**src/rtl/colparity_controller.sv**
```systemverilog
// Purpose: sequences the theta column-parity (C-array) step over a 5x5x64 state, one bit per read.
// Latency: 7 cycles per (z,x) column, 320 columns; done pulses 2241 cycles after start is sampled.
// Backpressure: none; start is accepted only in IDLE and ignored otherwise.
//
// Ports:
//   clk, reset          rising-edge clock, synchronous active-high reset
//   start / ready       run request (sampled in IDLE) / idle indication
//   done                one-cycle pulse after the last parity write
//   in_rd, in_bit       input-memory read strobe / read data (valid one cycle after in_rd)
//   x_idx, y_idx, z_idx read address; (x_idx, z_idx) is also the write address
//   wr_en, wr_data      output-memory write strobe / parity bit
module colparity_controller (
    input  logic       clk,
    input  logic       reset,
    input  logic       start,
    output logic       ready,
    output logic       done,
    output logic       in_rd,
    output logic [2:0] x_idx,
    output logic [2:0] y_idx,
    output logic [5:0] z_idx,
    input  logic       in_bit,
    output logic       wr_en,
    output logic       wr_data
);

    localparam logic [2:0] S_IDLE  = 3'd0;
    localparam logic [2:0] S_READ  = 3'd1;
    localparam logic [2:0] S_WAIT  = 3'd2;
    localparam logic [2:0] S_WRITE = 3'd3;
    localparam logic [2:0] S_DONE  = 3'd4;

    logic [2:0] state;
    logic [2:0] x_q;
    logic [2:0] y_q;
    logic [5:0] z_q;
    logic       acc;

    always_ff @(posedge clk) begin
        if (reset) begin
            state <= S_IDLE;
            x_q   <= 3'd0;
            y_q   <= 3'd0;
            z_q   <= 6'd0;
            acc   <= 1'b0;
        end else begin
            case (state)
                S_IDLE: begin
                    if (start) begin
                        state <= S_READ;
                        x_q   <= 3'd0;
                        y_q   <= 3'd0;
                        z_q   <= 6'd0;
                        acc   <= 1'b0;
                    end
                end
                S_READ: begin
                    // in_bit now carries the row requested last cycle; at y=0
                    // nothing of this column has been requested yet.
                    if (y_q != 3'd0) begin
                        acc <= acc ^ in_bit;
                    end
                    if (y_q == 3'd4) begin
                        y_q   <= 3'd0;
                        state <= S_WAIT;
                    end else begin
                        y_q <= y_q + 3'd1;
                    end
                end
                S_WAIT: begin
                    // Absorbs the y=4 data returned by the synchronous memory.
                    acc   <= acc ^ in_bit;
                    state <= S_WRITE;
                end
                S_WRITE: begin
                    acc <= 1'b0;
                    if (x_q == 3'd4) begin
                        x_q <= 3'd0;
                        // The 6-bit slice counter wraps 63 -> 0 on the last column.
                        z_q <= z_q + 6'd1;
                        state <= (z_q == 6'd63) ? S_DONE : S_READ;
                    end else begin
                        x_q   <= x_q + 3'd1;
                        state <= S_READ;
                    end
                end
                S_DONE: begin
                    state <= S_IDLE;
                end
                default: begin
                    state <= S_IDLE;
                end
            endcase
        end
    end

    // All outputs decode registered state only; no path from start or in_bit.
    assign ready   = (state == S_IDLE);
    assign done    = (state == S_DONE);
    assign in_rd   = (state == S_READ);
    assign wr_en   = (state == S_WRITE);
    assign wr_data = (state == S_WRITE) & acc;
    assign x_idx   = x_q;
    assign y_idx   = y_q;
    assign z_idx   = z_q;

endmodule

```
**config.mk**
```make
export PLATFORM = sky130hd
export DESIGN_NAME = colparity_controller
export DESIGN_NICKNAME = d
export VERILOG_FILES = /design/src/rtl/colparity_controller.sv
export SDC_FILE = /design/constraint.sdc
export NUM_CORES = 1
export LEC_CHECK = 0
export CELL_PAD_IN_SITES_DETAIL_PLACEMENT = 0
export CELL_PAD_IN_SITES_GLOBAL_PLACEMENT = 1
export CORE_MARGIN = 2
export CORE_UTILIZATION = 40
export DETAILED_ROUTE_END_ITERATION = 10
export HOLD_SLACK_MARGIN = 0.02
export PLACE_DENSITY = 0.81
export REMOVE_ABC_BUFFERS = 1
export SLEW_MARGIN = 5
export SYNTH_ARGS = -nofsm -noshare
export SYNTH_HDL_FRONTEND = slang
export SYNTH_SLANG_ARGS = --single-unit
```
**constraint.sdc**
```tcl
create_clock -name clk -period 3.7 [get_ports clk]
set_input_delay 0.74 -clock clk [delete_from_list [all_inputs] [get_ports clk]]
set_output_delay 0.74 -clock clk [all_outputs]
set_load 0.05 [all_outputs]
```
After elaboration in Yosys (flattened, before gate mapping)
Cells that the tools add are included.
{ "op_classes": {"n_mux": 16, "n_mul": 0, "shift": 0, "bitwise": 2, "reduce_logical": 10, "magnitude_cmp": 0, "n_eq_ne": 11, "div_mod_pow": 0, "addsub": 3} }
{ "ops": {"columns": ["op", "n"], "rows": [
  ["2-to-1 mux 3 bit", 7],
  ["2-to-1 mux 6 bit", 2],
  ["one-hot mux 3 bit (2 select lines)", 2],
  ["one-hot mux 3 bit (4 select lines)", 1],
  ["one-hot mux 6 bit (2 select lines)", 1],
  ["equality test 3 bit (second input constant)", 3],
  ["adder 3 x 1 -> 3 bit (second input constant)", 2],
  ["adder 6 x 1 -> 6 bit (second input constant)", 1],
  ["equality test 3 x 2 -> 1 bit (second input constant)", 2],
  ["equality test 6 bit (second input constant)", 1],
  ["!= test 2 x 1 -> 1 bit (second input constant)", 3],
  ["AND reduction 2 bit", 3],
  ["AND reduction 3 bit", 2],
  ["one-hot mux 1 bit (4 select lines)", 1],
  ["nonzero test 2 bit", 2],
  ["nonzero test 4 bit", 1],
  ["equality test 3 x 1 -> 1 bit (second input constant)", 1],
  ["logical NOT 3 bit", 1],
  ["nonzero test 3 bit", 1],
  ["2-to-1 mux 1 bit", 2],
  ["!= test 2 bit (second input constant)", 1],
  ["AND 1 bit", 1],
  ["bitwise XOR 1 bit", 1]
]} }
{ "totals": {"n_memories": 0, "inputBits": 4, "romBits": 0, "register_bits": 16, "output_inout_bits": 17, "elab_cells": 47, "latch_bits": 0, "ram_bits": 0} }

Longest topological paths before layout
Gate-level depths: netlist of the first run.
{ "depth": {"depth_word": 4, "depth_mapped": 5, "mapped_depth_nobuf": 5} }

Worst setup path before layout of the first run
Ideal clock, no wire load.
{ "synth_timing": {"kind": "flip-flop to output port", "start": "register state[2]", "end": "output port done", "slack_ns": 1.066, "required_time_ns": 2.960, "path_stages_with_launch": 3, "arrival_time_ns": 1.894, "path_buffers": 1, "path_cell_list": "dfxtp_1 buf_1 nor3b_1"} }
{ "synth_between": {"elab_chain_len": 1} }
{ "synth_rtl": {"columns": ["element", "line", "rtl"], "rows": [
  ["from (decl)", "33", "logic [2:0] state;"],
  ["from (signal assigned)", "81", "state <= (z_q == 6'd63) ? S_DONE : S_READ;"],
  ["equality test 3 bit", "99", "assign done = (state == S_DONE);"],
  ["to (decl)", "17", "output logic done,"]
]} }
No other way between the ends.

Worst setup path after layout of the first run
{ "layout_timing": {"start": "register state[1]", "end": "output port wr_data"} }
{ "layout_between": {"elab_chain_len": 2} }
{ "layout_rtl": {"columns": ["element", "line", "rtl"], "rows": [
  ["equality test 3 x 2 -> 1 bit", "102", "assign wr_data = (state == S_WRITE) & acc;"],
  ["AND 1 bit", "102", null],
  ["to (decl)", "24", "output logic wr_data"]
]} }
No other way between the ends.

==> metrics.md, run 1 <==
| Metric | Value |
|---|---|
| CORE AREA | `2276 µm²` |
| Gate power share | `approximately 16%` |
| Clk Latency, worst-skew pair | `0.28 ns` |
| CTS Buffer Depth | `2` |
| Ys flop type | `dfxtp_1` |
| Seq cells post-synth | `16` |
| Largest net degree at the start of global routing | `26` |
| Clock Skew | `roughly 0.0011 ns` |
| Area Growth Syn to Fin | `22.14%` |
| Critical Path Start | `state[1]` |
| Post-Synthesis Cells | `111` |
| Setup TNS | `0 ns` |
| Post-Syn Area per Cell | `~8.9 µm²` |
| I/O Pins | `21` |
| Initial antenna violation count | `0` |
| Switching fraction of total power | `27.20%` |
| FF-to-FF Start | `y_idx[0]` |
| TritonCTS buffer count | `3` |
| Final WL | `approximately 2000 µm` |
| Pwr Density | `between 200 and 300 nW/µm²` |
| H-tree levels | `1` |
| Setup crit end kind | `output pin` |
| Post-CTS Resized | `0` |
| Slew Limit Fails | `0` |
| Final #Nets | `roughly 140` |
| Avg WL per Cell | `about 13 µm` |
| Psw | `87.74 µW` |
| Asr flop ratio synth | `0%` |
| Number of setup violations in the final report | `0` |
| Number of flops mapped to enable cells by yosys | `0` |
| Die Wd | `53.59 µm` |
| Via count | `between 800 and 900` |
| Hold Buf Count CTS | `0` |
| Tcrit/Tclk final | `82.92%` |
| HP Start | `x_idx[1]` |
| Clock Power Share | `28.0%` |
| Pin slew with the least headroom to its limit | `0.7368 ns` |
| CTS tree | `built` |
| Status | `complete, no violations` |
| Residual DRC | `0` |
| Largest fanout on the critical path | `15` |
| Row count | `17` |
| Startpoint type of the worst setup path | `flop` |
| Layout cell share with drive strength beyond 1 | `between 8 and 9%` |
| Final instance area | `1201 µm²` |
| Peak VDD IR | `0.1573 mV` |
| Drt pass-1 iters | `4` |
| Worst Path Arrival | `2.33 ns` |
| Drt via density | `~5.7` |
| N_diodes | `0` |
| Crit-path max cell delay | `0.80 ns` |
| Cell Int Power | `between 200 and 250 µW` |
| Port bufs | `20` |
| Sequential fraction of the synthesis area | `32.57%` |
| RSZ-0062 raised after global routing | `no` |
| Post-route ant nets | `0` |
| Post-CTS Setup Bufs | `0` |
| # clock sinks | `16` |
| Yosys cell types | `40` |
| Die height | `approximately 54 µm` |
| Slew HR | `50.73%` |
| Syn. warnings | `0` |
| Root Driver | `clkbuf_4` |
| GR Overflow Total | `0` |
| Worst-path clk slew | `0.09 ns` |
| CP required | `2.96 ns` |
| Drt initial violations | `12` |
| Vias in the first global route | `roughly 800` |
| Final Hold Vio Count | `0` |
| GRT Total Usage | `16.98%` |
| Leakage | `0.4014 nW` |
| Max Freq | `between 300 and 400 MHz` |
| Global-route wire length before repair | `3553 µm` |
| DP Area | `about 1200 µm²` |
| Tightest Hold Check Type | `reg -> reg` |
| Die area | `~2900 µm²` |
| Max_cap viols | `0` |
| Post-synthesis cell area | `between 900 and 1000 µm²` |
| Slowest-stage cell, CP | `clkdlybuf4s50_1` |
| Placer Congestion | `0.7573` |
| Final min period | `3.068 ns` |
| Kind of critical path | `reg -> out` |
| Worst-path cell chain | `nand3b_1 -> inv_1 -> and2_1 -> clkdlybuf4s50_1` |
| HPWL Detailed | `between 1500 and 2000 µm` |
| Initial cell density of the core | `43.21%` |
| Register share of total power | `a little under three fifths` |
==> power by group through the flow <==
stage	clock, mW	sequential, mW	combinational, mW
4_1_cts	0.0967	0.180	0.0529
2_1_floorplan	0	0.189	0.0297
6_report	0.0903	0.180	0.0520
3_3_place_gp	0	0.184	0.0521
5_1_grt	0.101	0.181	0.0580
3_5_place_dp	0	0.184	0.0525
==> registers in the layout, indices dropped and copies added, names as in the netlist <==
register / cells
acc: 1
state: 3
x_idx: 3
y_idx: 3
z_idx: 6
==> metal layers <==
| layer | part of all wire, % | GRT usage, % |
|---|---|---|
| met1 | 52 | 24.66 |
| met2 | 45 | 25.31 |
| met3 | 2.8 | 2.500 |
| met4 | 0.64 | 6.410 |
| met5 | 0 | 0 |
==> logic make-up (layout without fill, tap and decap cells) <==
group	after synthesis	after routing	share of synthesized area, %
AND/OR/NAND/NOR	49	49	32.19
AO/OA/AOI/OAI	23	23	17.56
flip-flops	16	16	32.57
buffers and inverters	13	29	6.361
adder cells (fa/ha/maj)	5	5	6.361
multiplexers	4	4	4.071
XOR/XNOR	1	1	0.8907
==> layout by cell type (no fill, tap or decap), types with 2 or more instances in the layout <==
| cell type | n |
|---|---|
| nand3b_1 | 6 |
| inv_1 | 6 |
| nand4_1 | 3 |
| clkdlybuf4s50_1 | 20 |
| o31ai_1 | 2 |
| nand2b_1 | 4 |
| clkbuf_4 | 3 |
| nand2_1 | 7 |
| or3b_2 | 5 |
| nor2_1 | 4 |
| nand3_1 | 2 |
| a311oi_1 | 2 |
| nor3_1 | 5 |
| a211oi_1 | 2 |
| dfxtp_1 | 16 |
| ha_1 | 5 |
| nand4b_1 | 2 |
| o21ai_0 | 3 |
| mux2i_1 | 4 |
| nor4_1 | 2 |
| a21oi_1 | 8 |
==> Yosys cell counts (all sizes together) (2+ instances only) <==
master / number / area [µm²]
nand2b: 4 / 25.02
dfxtp: 16 / 320.3
nand3b: 6 / 45.04
a21oi: 8 / 40.04
nor4: 2 / 12.51
nor3b: 2 / 20.02
nand3: 2 / 10.01
nand4b: 2 / 17.52
buf: 5 / 32.53
nor3: 5 / 25.02
nand4: 3 / 18.77
a211oi: 2 / 15.01
nor2: 4 / 15.01
mux2i: 4 / 40.04
a311oi: 2 / 17.52
ha: 5 / 62.56
clkbuf: 2 / 7.510
nand2: 7 / 26.28
inv: 6 / 22.52
or4b: 2 / 20.02
o31ai: 2 / 15.01
or3b: 6 / 52.55
o21ai: 3 / 15.01
==> final timing paths <==
| kind | slack [ns] | endpoint | depth (start not counted) |
|---|---|---|---|
| setup / recovery | 0.63 | wr_data | 4 |
| hold reg to reg | 0.52 | x_idx[1] | 2 |
| hold / removal | 0.52 | x_idx[1] | 2 |
| setup reg to reg | 1.98 | acc | 5 |
==> worst max-delay path, delay by kind of cell (launching register included) <==
kind                   cells  cell delay (ns)
buffers and inverters      2             1.03
DFF                        1             0.63
and+or+nand+nor            2             0.40
==> per-stage QoR <==
| step | instances | total power, mW | util (%) | hold slack (ns) | setup slack (ns) |
|---|---|---|---|---|---|
| 2_1_floorplan | 104 | 0.2183 | - | 0.6167 | 1.205 |
| 5_1_grt | 155 | 0.3401 | 52.78 | 0.5410 | 0.4923 |
| 3_5_place_dp | 152 | 0.2368 | 51.79 | 0.5062 | 0.9953 |
| 4_1_cts | 155 | 0.3300 | 52.78 | 0.5197 | 0.6525 |
| 6_report | 155 | 0.3226 | 52.78 | 0.5175 | 0.6321 |
| 3_3_place_gp | 152 | 0.2362 | 51.79 | 0.5019 | 1.036 |
==> area by class of cell <==
type / instances / area [µm²]
fillers: 226 / 1075
flip-flops and latches: 16 / 320.3
inverters: 6 / 22.52
repair buffers: 20 / 200.2
well taps: 28 / 35.03
clock buffers: 3 / 22.52
multi-input cells: 82 / 600.6
(Power assumes the default switching activity.)
==> run 2, diff against run 1 <==
CORE_ASPECT_RATIO = 0.5   (was not set)
CORE_UTILIZATION = 37   (was 40)
PLACE_DENSITY = 0.76   (was 0.81)
clock period = 3.08 ns   (was 3.7 ns; I/O delays follow)
==> run 2 against run 1 <==
  * Total power up 46%
  * First-iteration DRC count rose to 7.2 times the previous value
  * Count of clock-buffer cells in the layout up 1
  * Sequential power up 21%
  * Hold slack better by 0.0048 ns
  * Clock power up 110%
  * Critical path depth unchanged
  * Sequential cell count unchanged
  * Highest routed layer unchanged
  * Largest cell class unchanged
  * Critical path type unchanged
  * Global-route usage down 0.72 points
  * Non-clock buffer count up 3
==> metrics.md, run 2 (synthesized netlist as in run 1, its figures left out) <==
| Metric | Value |
|---|---|
| Largest net degree at the start of global routing | `21` |
| Area of the multi-input gates | `600.6 µm²` |
| Hold Buf Count CTS | `0` |
| Avg WL per Cell | `approximately 13 µm` |
| Clock Skew | `0.002681 ns` |
| Worst-path cell chain | `nand3b_1 -> inv_1 -> and2_1 -> clkdlybuf4s50_1` |
| Most frequent cells in the layout | `clkdlybuf4s50_1 (20), dfxtp_1 (16), a21oi_1 (8)` |
| Global-route wire length before repair | `3663 µm` |
| Tightest Hold Check Type | `reg -> reg` |
| Final #Nets | `141` |
| FF-to-FF Start | `y_idx[0]` |
| Final instance area | `1267 µm²` |
| Max Freq | `355.6 MHz` |
| Layout cell share with drive strength beyond 1 | `roughly 11%` |
| CTS Buffer Depth | `2` |
| Util after Layout | `49.63%` |
| Commonest non-fill, non-tap cell in the layout | `clkdlybuf4s50_1` |
| GR Overflow Total | `0` |
| Drt via density | `5.155` |
| GRT Total Usage | `between 10% and 20%` |
| # clock sinks | `16` |
| Crit path buffers/inverters | `2` |
| CTS tree | `built` |
| Die Wd | `a little under 80 µm` |
| H-tree levels | `1` |
| N_diodes | `0` |
| Final Hold Vio Count | `0` |
| Setup TNS | `0 ns` |
| Port bufs | `20` |
| Via count | `~870` |
| Status | `complete, no violations` |
| Post-CTS Setup Bufs | `0` |
| Final min period | `2.812 ns` |
| CORE AREA | `2554 µm²` |
| Fillers | `~260` |
| Largest fanout on the critical path | `14` |
| Die area | `3111 µm²` |
| Worst slack, placed | `0.5377 ns` |
| CP required | `2.46 ns` |
| Tcrit/Tclk final | `91.29%` |
| Pin slew with the least headroom to its limit | `0.5022 ns` |
| Max reg flops | `6` |
| Worst Path Arrival | `2.20 ns` |
| Drt initial violations | `86` |
| Sequential standard cell area | `roughly 320 µm²` |
| Slew HR | `66.41%` |
| Post-CTS Resized | `0` |
| Placer Congestion | `between 0.7 and 0.8` |
| Row count | `13` |
| Initial cell density of the core | `38.51%` |
| Crit-path max cell delay | `0.79 ns` |
| Fin Hold WS | `0.5223 ns` |
| I/O Pins | `21` |
| TritonCTS buffer count | `3` |
| Crit path max-delay family | `buffers and inverters` |
| Peak VDD IR | `approximately 0.19 mV` |
| Final WL | `2244 µm` |
| Slowest-stage cell, CP | `clkdlybuf4s50_1` |
| DP Area | `roughly 1200 µm²` |
| Startpoint type of the worst setup path | `flop` |
| HP Start | `y_idx[1]` |
| Max_cap viols | `0` |
| Root Driver | `clkbuf_8` |
| HPWL Detailed | `1612 µm` |
| Post-route ant nets | `0` |
| Initial antenna violation count | `0` |
| Area Growth Syn to Fin | `28.88%` |
| Leakage | `0.4321 nW` |
| Slew Limit Fails | `0` |
| Number of setup violations in the final report | `0` |
| Clk Latency, worst-skew pair | `0.25 ns` |
| Vias in the first global route | `715` |
| Setup crit end kind | `output pin` |
| Pwr Density | `roughly 370 nW/µm²` |
| Setup slack after layout | `about 0.27 ns` |
| Residual DRC | `0` |
| Critical Path Start | `state[0]` |
| Die height | `40.46 µm` |
| RSZ-0062 raised after global routing | `no` |
| Kind of critical path | `reg -> out` |
| Drt pass-1 iters | `4` |
| Worst-path clk slew | `roughly 0.06 ns` |
## run 2: cell count changes in the layout (fill, tap and decap cells not counted), sizes merged
cell    delta
clkbuf     +1
buf        +3
## run 2: path summary, 6_finish.rpt
path	slack, ns	cells after the start	endpoint
setup reg to reg	1.35	5	acc
hold / removal	0.52	2	y_idx[1]
setup / recovery	0.27	4	wr_data
hold reg to reg	0.52	2	y_idx[1]
## run 2: metrics by stage
stage / cells / power, mW
after floorplan: 104 / 0.2623
after global placement: 164 / 0.2855
after detailed placement: 164 / 0.2853
after CTS: 168 / 0.4768
after global routing: 168 / 0.4945
final: 168 / 0.4695
## run 2: power by group
group | internal (mW) | switching [mW] | total, mW
Clock | 0.114 | 0.0749 | 0.188
Combinational | 0.0272 | 0.0371 | 0.0643
Sequential | 0.211 | 0.00621 | 0.217
## run 2: per-layer routing
metal | global-route usage (%) | part of all wire (%) | vias up
met1 | 22.72 | 55 | 388
met3 | 4.730 | 3.8 | 4
met4 | 8.182 | 1.6 | 0
met5 | 0 | 0 | -
met2 | 22.81 | 39 | 16
li1 | - | - | 458
## run 2: final cells by class
class                   count  area share, %
multi-input cells          82          47.38
flip-flops and latches     16          25.27
repair buffers             23          17.57
clock buffers               4          4.344
well taps                  37          3.653
inverters                   6          1.777
## run 2: worst reg2reg max path: cells and delay by family, from the launching register on
kind	cells	cell delay, ns
AND/OR/NAND/NOR	3	0.98
flip-flops	1	0.35
buffers and inverters	1	0.07
adder cells (fa/ha/maj)	1	0.21
